<file path="src/rtl/chase_ctrl.sv">
// chase_ctrl: 16-LED chase sequencer. Prescaled step rate, wrap/bounce motion, trail pattern, stop/resume.
// Optional: define CHASE_BOUNCE_EN to build bounce mode (sw[5]); undefined, the chase always wraps.
module chase_ctrl #(
  parameter int NUM_LEDS = 16,
  parameter int BASE_DIV = 100000,
  parameter int POS_W    = 4
) (
  input  logic                clk,
  input  logic                reset,
  input  logic                stop,
  input  logic [7:0]          sw,
  output logic [NUM_LEDS-1:0] led,
  output logic [POS_W-1:0]    pos,
  output logic                step_pulse,
  output logic                paused
);

  localparam int                  PRE_W     = $clog2(BASE_DIV);
  localparam logic [PRE_W-1:0]    PRE_LAST  = PRE_W'(BASE_DIV - 1);
  localparam logic [POS_W-1:0]    POS_LAST  = POS_W'(NUM_LEDS - 1);
  localparam logic [NUM_LEDS-1:0] LED_RESET = NUM_LEDS'(1);

  typedef enum logic [1:0] {LOAD, RUN, PAUSE} state_t;

  state_t              state_q, state_d;
  logic [PRE_W-1:0]    pre_q, pre_d;
  logic [3:0]          cnt_q, cnt_d;
  logic [POS_W-1:0]    pos_q, pos_d;
  logic [NUM_LEDS-1:0] led_q, led_d;
  logic                dir_q, dir_d;
  logic [3:0]          speed_q, speed_d;
  logic                cfg_dir_q, cfg_dir_d;
  logic                bounce_q, bounce_d;
  logic [1:0]          width_q, width_d;
  logic                step_pulse_q, step_pulse_d;
  logic                paused_q, paused_d;

  logic                step;
  logic [POS_W-1:0]    next_pos;
  logic                next_dir;
  logic                sw_bounce;

`ifdef CHASE_BOUNCE_EN
  assign sw_bounce = sw[5];
`else
  logic unused_sw5;
  assign sw_bounce  = 1'b0;
  assign unused_sw5 = sw[5];
`endif

  // Head bit plus width_m1 bits trailing behind it, opposite the direction of travel.
  function automatic logic [NUM_LEDS-1:0] trail(input logic [POS_W-1:0] head,
                                                input logic down,
                                                input logic [1:0] width_m1);
    logic [NUM_LEDS-1:0] t;
    logic [POS_W-1:0]    idx;
    t = '0;
    for (int k = 0; k < 4; k++) begin
      if (k <= int'(width_m1)) begin
        idx    = down ? head + POS_W'(k) : head - POS_W'(k);
        t[idx] = 1'b1;
      end
    end
    return t;
  endfunction

  always_comb begin
    state_d   = state_q;
    pre_d     = pre_q;
    cnt_d     = cnt_q;
    pos_d     = pos_q;
    led_d     = led_q;
    dir_d     = dir_q;
    speed_d   = speed_q;
    cfg_dir_d = cfg_dir_q;
    bounce_d  = bounce_q;
    width_d   = width_q;
    step      = 1'b0;
    next_pos  = pos_q;
    next_dir  = dir_q;

    case (state_q)
      LOAD: begin
        speed_d   = sw[3:0];
        cfg_dir_d = sw[4];
        bounce_d  = sw_bounce;
        width_d   = sw[7:6];
        dir_d     = sw[4];
        led_d     = trail(pos_q, sw[4], sw[7:6]);
        state_d   = RUN;
      end
      RUN: begin
        // A stop on the terminal cycle freezes the counters there, so the step fires right after resume.
        if (stop) begin
          state_d = PAUSE;
        end else begin
          pre_d = (pre_q == PRE_LAST) ? '0 : pre_q + 1'b1;
          if (pre_q == PRE_LAST) begin
            if (cnt_q == ~speed_q) begin
              cnt_d = '0;
              step  = 1'b1;
            end else begin
              cnt_d = cnt_q + 1'b1;
            end
          end
        end
      end
      PAUSE: begin
        if (!stop) state_d = RUN;
      end
      default: state_d = LOAD;
    endcase

`ifdef CHASE_BOUNCE_EN
    if (bounce_q) begin
      if (!dir_q && pos_q == POS_LAST) begin
        next_pos = POS_LAST - 1'b1;
        next_dir = 1'b1;
      end else if (dir_q && pos_q == '0) begin
        next_pos = POS_W'(1);
        next_dir = 1'b0;
      end else begin
        next_pos = dir_q ? pos_q - 1'b1 : pos_q + 1'b1;
      end
    end else begin
      next_pos = cfg_dir_q ? pos_q - 1'b1 : pos_q + 1'b1;
    end
`else
    next_pos = cfg_dir_q ? pos_q - 1'b1 : pos_q + 1'b1;
`endif

    // Movement uses the config in force for the elapsed period; the fresh sw applies from here on.
    if (step) begin
      speed_d   = sw[3:0];
      cfg_dir_d = sw[4];
      bounce_d  = sw_bounce;
      width_d   = sw[7:6];
      pos_d     = next_pos;
      dir_d     = (bounce_q && sw_bounce) ? next_dir : sw[4];
      led_d     = trail(next_pos, dir_d, sw[7:6]);
    end

    step_pulse_d = step;
    paused_d     = (state_d == PAUSE);
  end

  always_ff @(posedge clk) begin
    if (reset) begin
      state_q      <= LOAD;
      pre_q        <= '0;
      cnt_q        <= '0;
      pos_q        <= '0;
      led_q        <= LED_RESET;
      dir_q        <= 1'b0;
      speed_q      <= '0;
      cfg_dir_q    <= 1'b0;
      bounce_q     <= 1'b0;
      width_q      <= '0;
      step_pulse_q <= 1'b0;
      paused_q     <= 1'b0;
    end else begin
      state_q      <= state_d;
      pre_q        <= pre_d;
      cnt_q        <= cnt_d;
      pos_q        <= pos_d;
      led_q        <= led_d;
      dir_q        <= dir_d;
      speed_q      <= speed_d;
      cfg_dir_q    <= cfg_dir_d;
      bounce_q     <= bounce_d;
      width_q      <= width_d;
      step_pulse_q <= step_pulse_d;
      paused_q     <= paused_d;
    end
  end

  assign led        = led_q;
  assign pos        = pos_q;
  assign step_pulse = step_pulse_q;
  assign paused     = paused_q;

endmodule

</file>
<file path="config.mk">
export PLATFORM = sky130hd
export DESIGN_NAME = chase_ctrl
export DESIGN_NICKNAME = d
export VERILOG_FILES = /design/src/rtl/chase_ctrl.sv
export SDC_FILE = /design/constraint.sdc
export NUM_CORES = 1
export LEC_CHECK = 0
export ABC_AREA = 1
export CORE_ASPECT_RATIO = 0.75
export CORE_UTILIZATION = 40
export DETAILED_ROUTE_END_ITERATION = 8
export HOLD_SLACK_MARGIN = 0.03
export PLACE_DENSITY = 0.57
export SKIP_LAST_GASP = 1
export SYNTH_ARGS = -nofsm -noshare
export SYNTH_HDL_FRONTEND = slang
export SYNTH_SLANG_ARGS = --single-unit
</file>
<file path="constraint.sdc">
create_clock -name clk -period 3 [get_ports clk]
set_input_delay 0.6 -clock clk [delete_from_list [all_inputs] [get_ports clk]]
set_output_delay 0.6 -clock clk [all_outputs]
set_load 0.05 [all_outputs]
</file>
Yosys cells after proc, flatten, opt, wreduce, memory -nomap -nowiden
Cells that the tools add are included.
{ "word_totals": {"reg_bits": 50, "inputBits": 11, "out_inout_bits": 22} }
{ "op_classes": {"addsub": 14, "order_cmp": 19, "n_eq_ne": 5, "mux": 50, "n_bitwise": 8, "n_reduce_logical": 12} }
{ "ops": {"columns": ["cell", "count"], "rows": [
  ["16-bit 2-to-1 mux", 14],
  ["16-bit OR", 6],
  ["4-bit by 5-bit < comparator with 1-bit output, second input constant", 8],
  ["4-bit 2-to-1 mux", 10],
  ["1-bit demux with 4-bit select", 8],
  ["4-bit by 1-bit >= comparator with 1-bit output, second input constant", 8],
  ["17-bit by 1-bit adder with 17-bit output, second input constant", 1],
  ["17-bit == test, second input constant", 1],
  ["17-bit 2-to-1 mux", 1],
  ["4-bit by 2-bit adder with 4-bit output, second input constant", 4],
  ["4-bit by 2-bit subtractor with 4-bit output, second input constant", 4],
  ["1-bit 2-to-1 mux", 14],
  ["4-bit by 1-bit adder with 4-bit output, second input constant", 3],
  ["1-bit logical AND", 8],
  ["4-bit by 1-bit subtractor with 4-bit output, second input constant", 2],
  ["2-bit case mux with 3 select lines", 1],
  ["2-bit == test, second input constant", 2],
  ["4-bit == test", 1],
  ["2-bit <= comparator, first input constant", 2],
  ["2-bit 2-to-1 mux", 2],
  ["4-bit NOT", 1],
  ["3-bit AND reduction", 1],
  ["2-bit by 1-bit == test with 1-bit output, second input constant", 1],
  ["1-bit by 2-bit <= comparator with 1-bit output, first input constant", 1],
  ["other kinds (4)", 4]
]} }

Logic depth before layout (Yosys ltp)
{ "depth": {"word_depth": 17, "depth_mapped": 19} }

Worst setup path after synthesis
Ideal clock, no wire load.
{ "synth_path": {"kind": "register -> register", "startpoint": "register pos_q[0], in the netlist pos[0]", "endpoint": "register led_q[13], in the netlist led[13]", "t_arrival_ns": 3.013, "slack_ns": -0.133, "path_stages_with_launch": 18, "path_buffers": 2, "synth_period_minus_slack_ns": 3.133, "cell_sequence": "dfxtp_1 > buf_6 > inv_2 > buf_2 > ha_1 > xnor2_1 > inv_2 > ha_1 > inv_2 > nand2_1 > nand2_1 > nand2_1 > nand2_1 > inv_1 > nand3_1 > nand2_1 > o21ai_1 > a21oi_1"} }
{ "synth_via": {"elab_chain_cells": 17} }
{ "synth_lines": {"columns": ["item", "line_no", "text"], "rows": [
  ["start, declared", "28", "logic [POS_W-1:0] pos_q, pos_d;"],
  ["start signal, assigned", "165", "pos_q <= pos_d;"],
  ["4-bit by 1-bit adder with 4-bit output or 4-bit by 1-bit subtractor with 4-bit output (tied branches)", "129", "next_pos = cfg_dir_q ? pos_q - 1'b1 : pos_q + 1'b1;"],
  ["4-bit 2-to-1 mux *", "129", null],
  ["named net next_pos[1]", "39", "logic [POS_W-1:0] next_pos;"],
  ["4-bit by 1-bit subtractor with 4-bit output or 4-bit by 1-bit adder with 4-bit output (tied branches)", "60", "idx = down ? head + POS_W'(k) : head - POS_W'(k);"],
  ["4-bit 2-to-1 mux", "60", null],
  ["4-bit by 5-bit < comparator with 1-bit output (implied by the code) or 4-bit by 1-bit >= comparator with 1-bit output (tied branches)", "61", "t[idx] = 1'b1;"],
  ["1-bit logical AND (implied by the code)", "61", null],
  ["1-bit 2-to-1 mux (implied by the code)", "61", null],
  ["(+2 left out)", null, null],
  ["16-bit 2-to-1 mux", "59", "if (k <= int'(width_m1)) begin"],
  ["16-bit 2-to-1 mux", "133", "if (step) begin"],
  ["16-bit OR (no source line)", null, null],
  ["16-bit 2-to-1 mux", "59", null],
  ["16-bit 2-to-1 mux", "133", null],
  ["16-bit OR (no source line)", null, null],
  ["16-bit 2-to-1 mux *", "59", null],
  ["16-bit 2-to-1 mux *", "133", null],
  ["end signal, assigned", "166", "led_q <= led_d;"],
  ["end, declared", "29", "logic [NUM_LEDS-1:0] led_q, led_d;"]
]} }
The timed path passes the listed nets; every way through them passes the cells marked *. The select of a mux whose other input is x is not followed.
A chain may end at the register's enable or synchronous reset.

Final worst setup path
{ "layout_path": {"startpoint": "register pos_q[0], in the netlist pos[0]", "endpoint": "register led_q[0], in the netlist led[0]"} }
Same word-level chain as after synthesis.

==> key figures <==
Yosys
  • Most instantiated library cell after synthesis: nand2_1
  • Warnings, synthesis: 0
  • Cell taking the most area after synthesis: dfxtp_1
  • Asr flop ratio synth: 0
  • EDFF count, synth: 0
  • Post-synth top area share: 0.249
  • Synth Cell Area: 4020 sq um
  • Synth area leaders: dfxtp_1, nand3_1, nand2_1, nor2_1, inv_1
  • Avg Cell Area, Syn: 6.28 sq um
  • Top post-synthesis cells by count: nand2_1, nor2_1, nand3_1, dfxtp_1, inv_1
  • Post-synthesis sequential area ratio: 0.249
  • Synth cell types: 42
  • Mapped Nets: 664
  • Yosys reg bits: 50
  • Cells after synthesis: 640
  • Synth Flop Type: dfxtp_1

Final layout
  • Layout area overhead: 17.5%
  • Layout cell share with drive strength beyond 1: 0.124
  • Final #Nets: 709
  • Final Util: 0.487
  • Fill cells: 1023
  • Antenna Cells: 0

STA
  • Min Hold Slack: 0.484 ns
  • Final hold vios: 0
  • FMAX: 364 MHz
  • RSZ-0062 raised after global routing: false
  • Setup TNS: 0 ns
  • Final setup viols: 0
  • Clock Skew: 0.00884 ns
  • Period utilisation layout: 0.915
  • Relative slew slack: 0.630
  • Worst setup margin: 0.254 ns
  • Min Tclk post-route: 2.75 ns
  • Final Max Slew Viols: 0
  • Slew @ Worst Pin: 0.550 ns

Clock network
  • H-Tree Depth: 2
  • CTS-repair resized insts: 0
  • CTS tree: built
  • Clock slew at reported path FFs: 0.07 ns
  • Post-cts hold buffer count: 0
  • TritonCTS Buffers: 5
  • Setup bufs post-CTS: 0
  • Skew-Pair Late Insertion Delay: 0.29 ns
  • Clock sinks: 50
  • Clk buf depth: 2
  • Clk Tree Root Cell: clkbuf_16

Floorplan
  • I/O pin cnt: 33
  • Die height: 88.8 um
  • # rows: 31
  • Die W: 118 um
  • Die Area: 10400 sq um
  • Initial core utilization: 0.414
  • Core area: 9700 sq um

Setup path
  • FF-to-FF End: led[0]
  • Reg-to-Reg Start: pos[0]
  • Worst setup SP type: register
  • Worst-path fanout max: 8
  • R2R Setup Slk: 0.25 ns
  • Worst setup path class: reg -> reg
  • CP Capture Type: register
  • Reg2reg path depth: 17
  • WP data arrival: 2.92 ns
  • Required @ worst endpoint: 3.17 ns

Place
  • DP HPWL: 10200 um
  • IO buf count: 31
  • Setup slack at placement: 0.0786 ns
  • Placer Congestion: 0.968

Power and ir drop
  • Int Power: 1.17 mW
  • Worst IR Drop VDD: 0.000249 V
  • Clock Power Share: 0.318
  • Pwr dens: 390 nW/um^2
  • Switching Fraction: 0.362
  • Seq pwr share: 0.388
  • Combinational power share: 0.295
  • Lkg Pwr: 2.00 nW
  • NetSw: 0.666 mW

Drt
  • Initial DRC count: 327
  • Via-per-instance ratio: 5.22
  • Pre-antenna DRT Iters: 5
  • WL final: 12800 um
  • DRC: 0
  • Vias: 4271
  • Avg WL per Cell: 15.7 um
  • DRT antenna net count: 0

GRT
  • First-pass GRT wire length: 19900 um
  • Vias in the first global route: 3709
  • Grt total ovfl: 0
  • Largest net degree at the start of global routing: 19
  • Antenna violations before repair: 0
  • Total GRT Usage: 0.247

Min path
  • Hold path cells: 2
  • Hold path endpoint: cnt_q[3]
  • Hold/Removal Path Class: reg -> reg
  • Worst hold start: cnt_q[3]

Flow run
  • Number of max-cap violations: 0

Run status
  • Status: finished clean
==> stage by stage <==
| step | instance area, sq um | instances | total power, mW |
|---|---|---|---|
| after global placement | 4570 | 810 | 1.26 |
| after detailed placement | 4570 | 810 | 1.26 |
| final | 4720 | 818 | 1.84 |
| after CTS | 4720 | 818 | 1.85 |
| after global routing | 4720 | 818 | 1.94 |
| after floorplan | 4020 | 640 | 1.08 |
==> state kept, by name (all words and copies together), names as in the netlist <==
| signal | count |
|---|---|
| cnt_q | 4 |
| led | 16 |
| state_q | 2 |
| pos | 4 |
| step_pulse | 1 |
| pre_q | 17 |
| paused | 1 |
| speed_q | 4 |
| cfg_dir_q | 1 |
==> metal layers <==
metal	global-route usage	up-vias	part of all wire
li1	-	2200	-
met1	0.380	1898	0.51
met2	0.352	165	0.40
met3	0.0522	8	0.084
met4	0.0315	0	0.0057
met5	0	-	0
==> logic make-up (layout without fill, tap and decap cells) <==
group	Yosys count	in the layout	share of synthesized area
fa+ha+maj	13	13	0.0442
buf+inv	76	122	0.0791
mux	1	1	0.00249
compound gates	77	77	0.103
xor+xnor	18	18	0.0523
simple gates	405	405	0.469
flops	50	50	0.249
==> cells in the final DEF, fill, tap and decap left out, types with 2 or more instances in the layout <==
cell type and instances:
nand4_1 22, a21oi_1 26, xor2_2 2, nor3_1 9
clkdlybuf4s50_1 31, or2_4 2, nand2_4 3, xnor2_1 7
nand2_1 125, nand2_2 9, xor2_1 7, inv_1 44
buf_4 22, dfxtp_1 48, o21ai_1 24, clkinvlp_4 2
nor2_4 3, o21ai_0 18, or2_1 2, clkbuf_16 5
o21a_1 3, nor2_2 5, nand3_2 6, nor2_1 113
dfxtp_2 2, o22ai_1 2, fa_1 2, nand3_1 101
ha_1 11, inv_2 16
==> worst max-delay path by stage <==
| stage | from | to | slack [ns] | cells past startpoint |
|---|---|---|---|---|
| final | pos[0] | led[0] | 0.25 | 17 |
| after detailed placement | sw[4] | led[1] | 0.08 | 12 |
| after global routing | pos[0] | led[0] | 0.02 | 17 |
| after CTS | pos[0] | led[2] | 0.31 | 17 |
| after floorplan | pos[0] | led[13] | 0.06 | 17 |
| after global placement | sw[4] | led[6] | 0.12 | 12 |
==> area by class of cell <==
cell class                 instances  area (sq um)  area share
clock buffer                       5           125      0.0265
clock inverter                     3          23.8     0.00504
inverter                          61           230      0.0488
multi-input combinational        514          2700       0.571
sequential                        50          1000       0.213
tap                              132           165      0.0350
timing repair buffer              53           475       0.101
==> power groups by stage <==
stage          sequential, mW  combinational (mW)  clock [mW]
5_1_grt                 0.717               0.592       0.634
6_report                0.713               0.542       0.585
2_1_floorplan           0.793               0.292           0
3_5_place_dp            0.728               0.536           0
3_3_place_gp            0.728               0.531           0
4_1_cts                 0.713               0.538       0.602
==> critical path, stage by stage (launching register included) <==
cell	delay [ns]
dfxtp_2	0.39
inv_2	0.05
ha_1	0.35
xnor2_1	0.26
inv_2	0.06
ha_1	0.32
inv_2	0.10
nand2_1	0.09
nand2_1	0.07
nand2_1	0.06
nand2_1	0.11
inv_1	0.07
nand3_1	0.10
nand2_2	0.13
nand3_1	0.11
o21ai_1	0.08
o21ai_1	0.20
nand2_1	0.08
Note: power is estimated with default switching activity, not from simulation.
